**config.mk**
```make
export PLATFORM = sky130hd
export DESIGN_NAME = gpr_shift_ctrl
export DESIGN_NICKNAME = d
export VERILOG_FILES = /design/src/rtl/gpr_shift_ctrl.sv
export SDC_FILE = /design/constraint.sdc
export NUM_CORES = 1
export LEC_CHECK = 0
export CAP_MARGIN = 20
export CORE_MARGIN = 2
export CORE_UTILIZATION = 28
export DETAILED_ROUTE_END_ITERATION = 7
export GPL_TIMING_DRIVEN = 0
export PLACE_DENSITY = 0.65
export SETUP_SLACK_MARGIN = 0.5
export SYNTH_ARGS = -nofsm -noshare
export SYNTH_HDL_FRONTEND = slang
export SYNTH_SLANG_ARGS = --single-unit
```
**constraint.sdc**
```tcl
create_clock -name CLK -period 1.6 [get_ports CLK]
set_clock_uncertainty 0.05 [all_clocks]
set_input_delay 0.4 -clock CLK [delete_from_list [all_inputs] [get_ports CLK]]
set_output_delay 0.4 -clock CLK [all_outputs]
set_load 0.01 [all_outputs]
```
**src/rtl/gpr_shift_ctrl.sv**
```systemverilog
// Command sequencer for a 4-bit universal shift register (GPR).
// Turns load/clear/N-step shift commands into cycle-by-cycle S/X/r_in/l_in drive.
module gpr_shift_ctrl #(
    parameter int WIDTH = 4,
    parameter int CNT_W = 3
) (
    input  logic             CLK,
    input  logic             CLR,
    input  logic             cmd_valid,
    output logic             cmd_ready,
    input  logic [2:0]       cmd_op,
    input  logic [CNT_W-1:0] cmd_cnt,
    input  logic [WIDTH-1:0] cmd_data,
    input  logic             abort,
    input  logic [WIDTH-1:0] Q,
    output logic [1:0]       S,
    output logic [WIDTH-1:0] X,
    output logic             r_in,
    output logic             l_in,
    output logic             busy,
    output logic             done,
    output logic             err
);

    typedef enum logic [1:0] {IDLE, LOAD, SHIFT, DONE} state_t;
    typedef enum logic [2:0] {
        OP_LOAD, OP_SHR, OP_SHL, OP_ROR, OP_ROL, OP_ASR, OP_CLEAR, OP_RSVD
    } op_t;

    localparam logic [1:0] S_HOLD  = 2'b00;
    localparam logic [1:0] S_RIGHT = 2'b01;
    localparam logic [1:0] S_LEFT  = 2'b10;
    localparam logic [1:0] S_LOAD  = 2'b11;

    state_t            state, state_nx;
    op_t               op;
    logic [CNT_W-1:0]  rem;
    logic [WIDTH-1:0]  data;
    logic              accept;
    op_t               cmd_op_t;

    // Only the end bits of Q feed the serial inputs; the rest is intentionally unused.
    logic unused_q;
    assign unused_q = ^Q;

    assign cmd_op_t = op_t'(cmd_op);
    assign accept   = cmd_valid && (state == IDLE);

    // NOTE: sequential state uses non-blocking assignments so every register samples pre-edge values.
    always_ff @(posedge CLK or posedge CLR) begin
        if (CLR) state <= IDLE;
        else     state <= state_nx;
    end

    always_ff @(posedge CLK or posedge CLR) begin
        if (CLR) begin
            op   <= OP_LOAD;
            rem  <= '0;
            data <= '0;
        end else if (accept) begin
            op   <= cmd_op_t;
            rem  <= cmd_cnt;
            data <= cmd_data;
        end else if (state == SHIFT && !abort) begin
            rem <= rem - CNT_W'(1);
        end
    end

    always_comb begin
        state_nx = state;
        unique case (state)
            IDLE: begin
                if (accept) begin
                    unique case (cmd_op_t)
                        OP_LOAD, OP_CLEAR:                    state_nx = LOAD;
                        OP_SHR, OP_SHL, OP_ROR, OP_ROL, OP_ASR:
                            state_nx = (cmd_cnt != '0) ? SHIFT : DONE;
                        default:                              state_nx = DONE;
                    endcase
                end
            end
            LOAD:  state_nx = DONE;
            SHIFT: if (abort || rem == CNT_W'(1)) state_nx = DONE;
            DONE:  state_nx = IDLE;
            default: state_nx = IDLE;
        endcase
    end

    // NOTE: every output gets a default before the case so no latch is inferred.
    always_comb begin
        S         = S_HOLD;
        X         = data;
        r_in      = 1'b0;
        l_in      = 1'b0;
        busy      = (state != IDLE);
        cmd_ready = (state == IDLE);
        done      = 1'b0;
        err       = 1'b0;
        unique case (state)
            LOAD: begin
                S = S_LOAD;
                X = (op == OP_CLEAR) ? '0 : data;
            end
            SHIFT: begin
                unique case (op)
                    OP_SHR: S = S_RIGHT;
                    OP_ROR: begin S = S_RIGHT; r_in = Q[0];       end
                    OP_ASR: begin S = S_RIGHT; r_in = Q[WIDTH-1]; end
                    OP_SHL: S = S_LEFT;
                    OP_ROL: begin S = S_LEFT;  l_in = Q[WIDTH-1]; end
                    default: S = S_HOLD;
                endcase
                // An abort cycle performs no shift; the state still moves to DONE.
                if (abort) S = S_HOLD;
            end
            DONE: begin
                done = 1'b1;
                err  = (op == OP_RSVD);
            end
            default: ;
        endcase
    end

endmodule

```
==> results.sh, run 1 <==
export IMPL_netlist_instances=77
export IMPL_tightest_slew_ns=0.4613
export IMPL_path_clk_slew_ns=0.07
export IMPL_holdBufCountCts=0
export IMPL_grt_pass1_vias=687
export IMPL_n_antenna_cell=0
export IMPL_ios=30
export IMPL_grt_use_met1_pct=15.41
export IMPL_ff2ff_setup_slack_ns=-0.16
export IMPL_pwr_share_clk_pct=6.7
export IMPL_synth_edff_count=0
export IMPL_netlist_area_um2=780.7
export IMPL_finish_instance_area_um2=1485
export IMPL_busiest_layer="met2"
export IMPL_dieWidth_um=56.81
export IMPL_yosys_most_used_dff="dfrtp_1"
export IMPL_slew_headroom_pct=69.21
export IMPL_power_switching_w=0.001002
export IMPL_clock_path_buffers=2
export IMPL_drv_slew=0
export IMPL_grt_pass1_wl_um=3098
export IMPL_r2r_end="state[0]$_DFFE_PP0P_"
export IMPL_hp_class="input pin to asynchronous set/reset pin"
export IMPL_grtUsageTotal_pct=12.70
export IMPL_clk_latency_ns=0.27
export IMPL_p_leak_nw=0.6824
export IMPL_die_y_um=56.81
export IMPL_hold_viol_final=0
export IMPL_setup_viol=23
export IMPL_synth_area_per_cell_um2=10.14
export IMPL_fmax_mhz=502.0
export IMPL_synth_nets=101
export IMPL_cp_max_fo=3
export IMPL_ff2ff_path_depth=7
export IMPL_wl_per_cell_um=12.71
export IMPL_yosysWarnings=0
export IMPL_htree_levels=1
export IMPL_grt_max_degree=13
export IMPL_combPwrFrac_pct=70.2
export IMPL_power_density_nw_per_um2=1884
export IMPL_cts_sinks=12
export IMPL_end_kind="output pin"
export IMPL_violations="setup timing"
export IMPL_viasPerCell=4.556
export IMPL_globalplace_congestion=0.7725
export IMPL_cpMaxStageDelayCell="dfrtp_1"
export IMPL_dp_hpwl_um=1310
export IMPL_layout_cells_most_common="buf_6"
export IMPL_wirelength_um=2033
export IMPL_antenna_found_initial=0
export IMPL_dp_cells=135
export IMPL_cts_tree="built"
export IMPL_drc=0
export IMPL_crit_required_ns=1.15
export IMPL_maxCapViolations=0
export IMPL_core_area_um2=2710
export IMPL_yosysSeqAreaShare_pct=38.46
export IMPL_instances_no_fill=160
export IMPL_use_met3_pct=2.765
export IMPL_io_buffers=27
export IMPL_syn_to_final_growth_pct=90.22
export IMPL_layout_setup_ws_ns=-0.3920
export IMPL_mostFrequentLayoutCells="20 x buf_6, 13 x clkdlybuf4s50_1, 10 x dfrtp_1, 10 x buf_4, 8 x mux2_4"
export IMPL_fin_crit_sh_pct=124.5
export IMPL_irDropWorstVdd_uv=1276
export IMPL_rsz0062_at_grt="true"
export IMPL_num_rows=19
export IMPL_ys_ff_latch=12
export IMPL_swShare_pct=35.82
export IMPL_vias=729
export IMPL_critPathLaunchType="flip-flop"
export IMPL_cts_root_buffer="clkbuf_4"
export IMPL_intPower_w=0.001796
export IMPL_use_met2_pct=21.26
export IMPL_dieArea_um2=3227
export IMPL_crit_start="state[1]$_DFFE_PP0P_"
export IMPL_timing_rr_start="state[1]$_DFFE_PP0P_"
export IMPL_p_seq_share_pct=23.1
export IMPL_placed_cell_area_um2=1126
export IMPL_numCtsBuffers=3
export IMPL_cp_arrival_ns=1.54
export IMPL_fin_crit_ns=1.992
export IMPL_synthArstFlopShare_pct=100.0
export IMPL_ant_nets=0
export IMPL_grt_overflow=0
export IMPL_start_util_pct=28.81
export IMPL_drtPass1Iterations=5
export IMPL_critPathMaxStageDelay_ns=0.41
export IMPL_drive_gt1_share_pct=55.81
export IMPL_drt_iter0_markers=16
export IMPL_ys_types=29
export IMPL_cp_cell_sequence="buf_6 > ha_4 > and2b_2 > a31oi_1 > nor2b_1 > buf_2"
export IMPL_outcome="finished, violations left"
export IMPL_final_core_util_pct=54.80
export IMPL_num_nets_final=155
export IMPL_crit_type="flip-flop to output pin"
[stage by stage]
stage                     TNS, ns  power, W  worst slack (ns)  hold slack (ns)
final                      -4.185  0.002798           -0.3920           0.3788
after global routing       -5.689  0.003008           -0.4822           0.4302
after CTS                  -3.228  0.002574           -0.4129           0.3959
after detailed placement   -5.605  0.001839           -0.7422           0.4484
after global placement     -5.433  0.001814           -0.7364           0.4370
after floorplan                 0  0.001393           0.07298           0.2147
[per-layer routing]
layer	wire (µm)	vias to the layer above
li1	-	367
met1	819	340
met2	1090	18
met3	92	4
met4	31	0
met5	0	-
[critical path: cells and delay by family, from the launching register on]
kind                       cells  cell delay, ns
adders and majority gates      1            0.16
AOI/OAI and AO/OA              1            0.16
and+or+nand+nor                2            0.26
buffers and inverters          2            0.27
DFF                            1            0.41
[area by class of cell]
| type | instances | area [µm²] |
|---|---|---|
| fill | 242 | 1225 |
| multi-input combinational | 57 | 601.8 |
| timing repair buffer | 49 | 476.7 |
| sequential | 12 | 302.8 |
| tap | 31 | 38.79 |
| inverter | 7 | 31.28 |
| clock buffer | 3 | 22.52 |
| buffer | 1 | 11.26 |
[sequential cells by signal, indices dropped and copies added (netlist names)]
signal and count:
state 2, rem 3, data 4, op 3
[synth_stat cells, types with 2 or more instances]
master,instances,area share (%)
and2_1,4,3.2
dfrtp_1,12,38
mux2_1,3,4.3
mux2_4,2,3.8
nand2b_1,2,1.6
nor2_1,5,2.4
a21oi_1,3,1.9
o21ai_0,2,1.3
mux2_2,4,5.8
inv_1,6,2.9
a31oi_1,3,2.4
nand2_1,6,2.9
xnor2_1,3,3.4
nand3b_1,2,1.9
ha_1,6,9.6
[power by group through the flow]
stage	Sequential, W	Combinational [W]	Clock (W)
finish	0.000646	0.00196	0.000188
global route	0.000676	0.00213	0.000206
CTS	0.000627	0.00175	0.000197
detailed placement	0.000619	0.00122	0
global placement	0.000611	0.00120	0
floorplan	0.000586	0.000807	0
[what timing repair did]
action	CTS	global route
setup buffers	15	7
pin swaps	11	9
gates resized for setup	84	16
endpoints found under the setup margin	24	24
cloned	0	0
[cell families (layout without fill, tap and decap cells)]
| kind of cell | after synthesis | in the layout | synth area share, % |
|---|---|---|---|
| simple gates | 27 | 27 | 19.07 |
| flops | 12 | 12 | 38.46 |
| compound gates | 11 | 11 | 9.615 |
| mux | 9 | 9 | 13.94 |
| buf+inv | 8 | 60 | 4.807 |
| fa+ha+maj | 6 | 6 | 9.615 |
| xor+xnor | 4 | 4 | 4.488 |
[worst max path at each step]
| stage | end | slack [ns] | depth (start not counted) |
|---|---|---|---|
| floorplan | S[0] | 0.07 | 5 |
| global placement | S[0] | -0.74 | 5 |
| detailed placement | S[0] | -0.74 | 5 |
| CTS | X[0] | -0.41 | 6 |
| global route | S[0] | -0.48 | 6 |
| finish | S[0] | -0.39 | 6 |
No activity file was read; power rests on OpenSTA's default activity.
==> run 2: changes to the inputs <==
--- a/config.mk
+++ b/config.mk
@@ -6,7 +6,6 @@
 export NUM_CORES = 1
 export LEC_CHECK = 0
 export CAP_MARGIN = 20
-export CORE_MARGIN = 2
 export CORE_UTILIZATION = 28
 export DETAILED_ROUTE_END_ITERATION = 7
 export GPL_TIMING_DRIVEN = 0
==> run 2 against run 1 <==
  * The flow still finishes with violations (setup timing)
  * Final area is 3.1% higher
  * Register-to-register slack improved by 0.05 ns
  * Wire length up 10%
  * Via count grew 8.5%
  * First-iteration DRC count is 69% lower
  * Global-route usage rose by 3.6 points
  * Utilization grew 5.4 points
  * Worst setup slack lost 0.056 ns
  * Die area is 6.9% lower
  * Clock power up 27%
  * Largest cell class unchanged
==> results.sh, run 2 (synthesis results as in run 1) <==
export IMPL_layout_setup_ws_ns=-0.4480
export IMPL_path_clk_slew_ns=0.08
export IMPL_irDropWorstVdd_uv=1072
export IMPL_fin_total_pwr_w=0.002977
export IMPL_cts_tree="built"
export IMPL_setup_viol=21
export IMPL_cpMaxStageDelayCell="dfrtp_1"
export IMPL_cp_max_fo=4
export IMPL_num_rows=18
export IMPL_use_met3_pct=1.667
export IMPL_tightest_slew_ns=0.4691
export IMPL_hold_ws_ns=0.3917
export IMPL_p_seq_share_pct=21.6
export IMPL_outcome="finished, violations left"
export IMPL_syn_to_final_growth_pct=96.15
export IMPL_fillers=219
export IMPL_dieArea_um2=3004
export IMPL_hp_class="input pin to asynchronous set/reset pin"
export IMPL_grtUsageTotal_pct=16.34
export IMPL_clk_latency_ns=0.26
export IMPL_regArea_um2=302.8
export IMPL_clock_path_buffers=2
export IMPL_num_nets_final=160
export IMPL_largest_reg_flops=4
export IMPL_multi_input_area_um2=605.6
export IMPL_ios=30
export IMPL_globalplace_congestion=0.7944
export IMPL_grt_max_degree=13
export IMPL_slew_headroom_pct=68.69
export IMPL_crit_required_ns=1.15
export IMPL_use_met2_pct=29.72
export IMPL_fin_crit_sh_pct=128.0
export IMPL_critPathMaxStageDelay_ns=0.40
export IMPL_power_density_nw_per_um2=1944
export IMPL_cp_cell_sequence="inv_2 > ha_4 > nand4b_1 > buf_4 > and2_4 > buf_6"
export IMPL_instances_no_fill=165
export IMPL_drv_slew=0
export IMPL_ff2ff_path_depth=6
export IMPL_p_leak_nw=0.7070
export IMPL_cts_sinks=12
export IMPL_dp_hpwl_um=1374
export IMPL_grt_overflow=0
export IMPL_grt_use_met1_pct=19.43
export IMPL_crit_type="flip-flop to output pin"
export IMPL_numCtsBuffers=3
export IMPL_drive_gt1_share_pct=57.04
export IMPL_htree_levels=1
export IMPL_dieWidth_um=54.81
export IMPL_cp_arrival_ns=1.60
export IMPL_fmax_mhz=488.3
export IMPL_layout_cells_most_common="buf_6"
export IMPL_intPower_w=0.001916
export IMPL_critPathLaunchType="flip-flop"
export IMPL_drtPass1Iterations=4
export IMPL_regMostFlops="data"
export IMPL_core_area_um2=2545
export IMPL_path_delay_family="buffers and inverters"
export IMPL_hold_viol_final=0
export IMPL_crit_start="state[1]$_DFFE_PP0P_"
export IMPL_top_regs="data (4), op (3), rem (3)"
export IMPL_cp_depth=6
export IMPL_power_switching_w=0.001061
export IMPL_ant_nets=0
export IMPL_rsz0062_at_grt="true"
export IMPL_grt_pass1_wl_um=3360
export IMPL_start_util_pct=30.68
export IMPL_antenna_found_initial=0
export IMPL_vias=791
export IMPL_pwr_share_clk_pct=8.0
export IMPL_violations="setup timing"
export IMPL_placed_cell_area_um2=1125
export IMPL_io_buffers=27
export IMPL_dp_cells=134
export IMPL_combPwrFrac_pct=70.4
export IMPL_busiest_layer="met2"
export IMPL_drt_iter0_markers=5
export IMPL_wl_per_cell_um=13.56
export IMPL_fin_crit_ns=2.048
export IMPL_cts_root_buffer="clkbuf_4"
export IMPL_end_kind="output pin"
export IMPL_mostFrequentLayoutCells="18 x buf_6, 17 x buf_4, 13 x clkdlybuf4s50_1"
export IMPL_die_y_um=54.81
export IMPL_grt_pass1_vias=780
export IMPL_wirelength_um=2237
export IMPL_maxCapViolations=0
export IMPL_viasPerCell=4.794
export IMPL_finish_instance_area_um2=1531
export IMPL_timing_rr_start="state[1]$_DFFE_PP0P_"
export IMPL_n_antenna_cell=0
export IMPL_drc=0
export IMPL_path_buf_inv=3
export IMPL_swShare_pct=35.65
run 2: changes by cell type in the layout (fill, tap and decap cells not counted), moves of 2 or more:
cell    change
buf_4       +7
buf_6       -2
nor2_1      +2
nor2_2      -2
run 2: through the flow:
step                      TNS (ns)  worst slack, ns  utilization, %
after floorplan                  0          0.07298               -
after CTS                   -3.302          -0.3861           57.57
after global placement      -5.319          -0.7242           44.20
after global routing        -5.534          -0.5085           60.18
final                       -4.216          -0.4480           60.18
after detailed placement    -5.598          -0.7207           44.20
run 2: final timing paths:
kind / slack [ns] / to
worst max-delay path: -0.45 / X[2]
worst min-delay path: 0.39 / rem[2]$_DFFE_PP0P_
worst max register to register: -0.11 / state[0]$_DFFE_PP0P_
worst min register to register: 0.46 / data[2]$_DFFE_PP0P_
max in group asynchronous: 0.76 / op[1]$_DFFE_PP0P_
min in group CLK: 0.46 / data[2]$_DFFE_PP0P_
run 2: repair_timing:
item,CTS,global route
resized for setup,93,4
pin swaps,11,7
setup endpoints to repair,24,24
setup buffers,21,6
hold buffers,0,0
run 2: routing by layer:
layer | routed length, µm | share of wire (%)
met1 | 875 | 39
met2 | 1241 | 55
met3 | 108 | 4.8
met4 | 11 | 0.49
met5 | 0 | 0
run 2: final cells by class:
type                    count  area share [%]
plain buffers               1          0.7353
clock buffers               4           2.369
inverters                   7           2.042
multi-input cells          57           39.54
flip-flops and latches     12           19.77
well taps                  30           2.451
repair buffers             54           33.09
run 2: power groups by stage:
| stage | logic [W] | registers (W) | clock network [W] |
|---|---|---|---|
| after detailed placement | 0.00124 | 0.000620 | 0 |
| after floorplan | 0.000807 | 0.000586 | 0 |
| after CTS | 0.00194 | 0.000625 | 0.000246 |
| after global placement | 0.00120 | 0.000612 | 0 |
| after global routing | 0.00226 | 0.000670 | 0.000257 |
| final | 0.00210 | 0.000642 | 0.000238 |
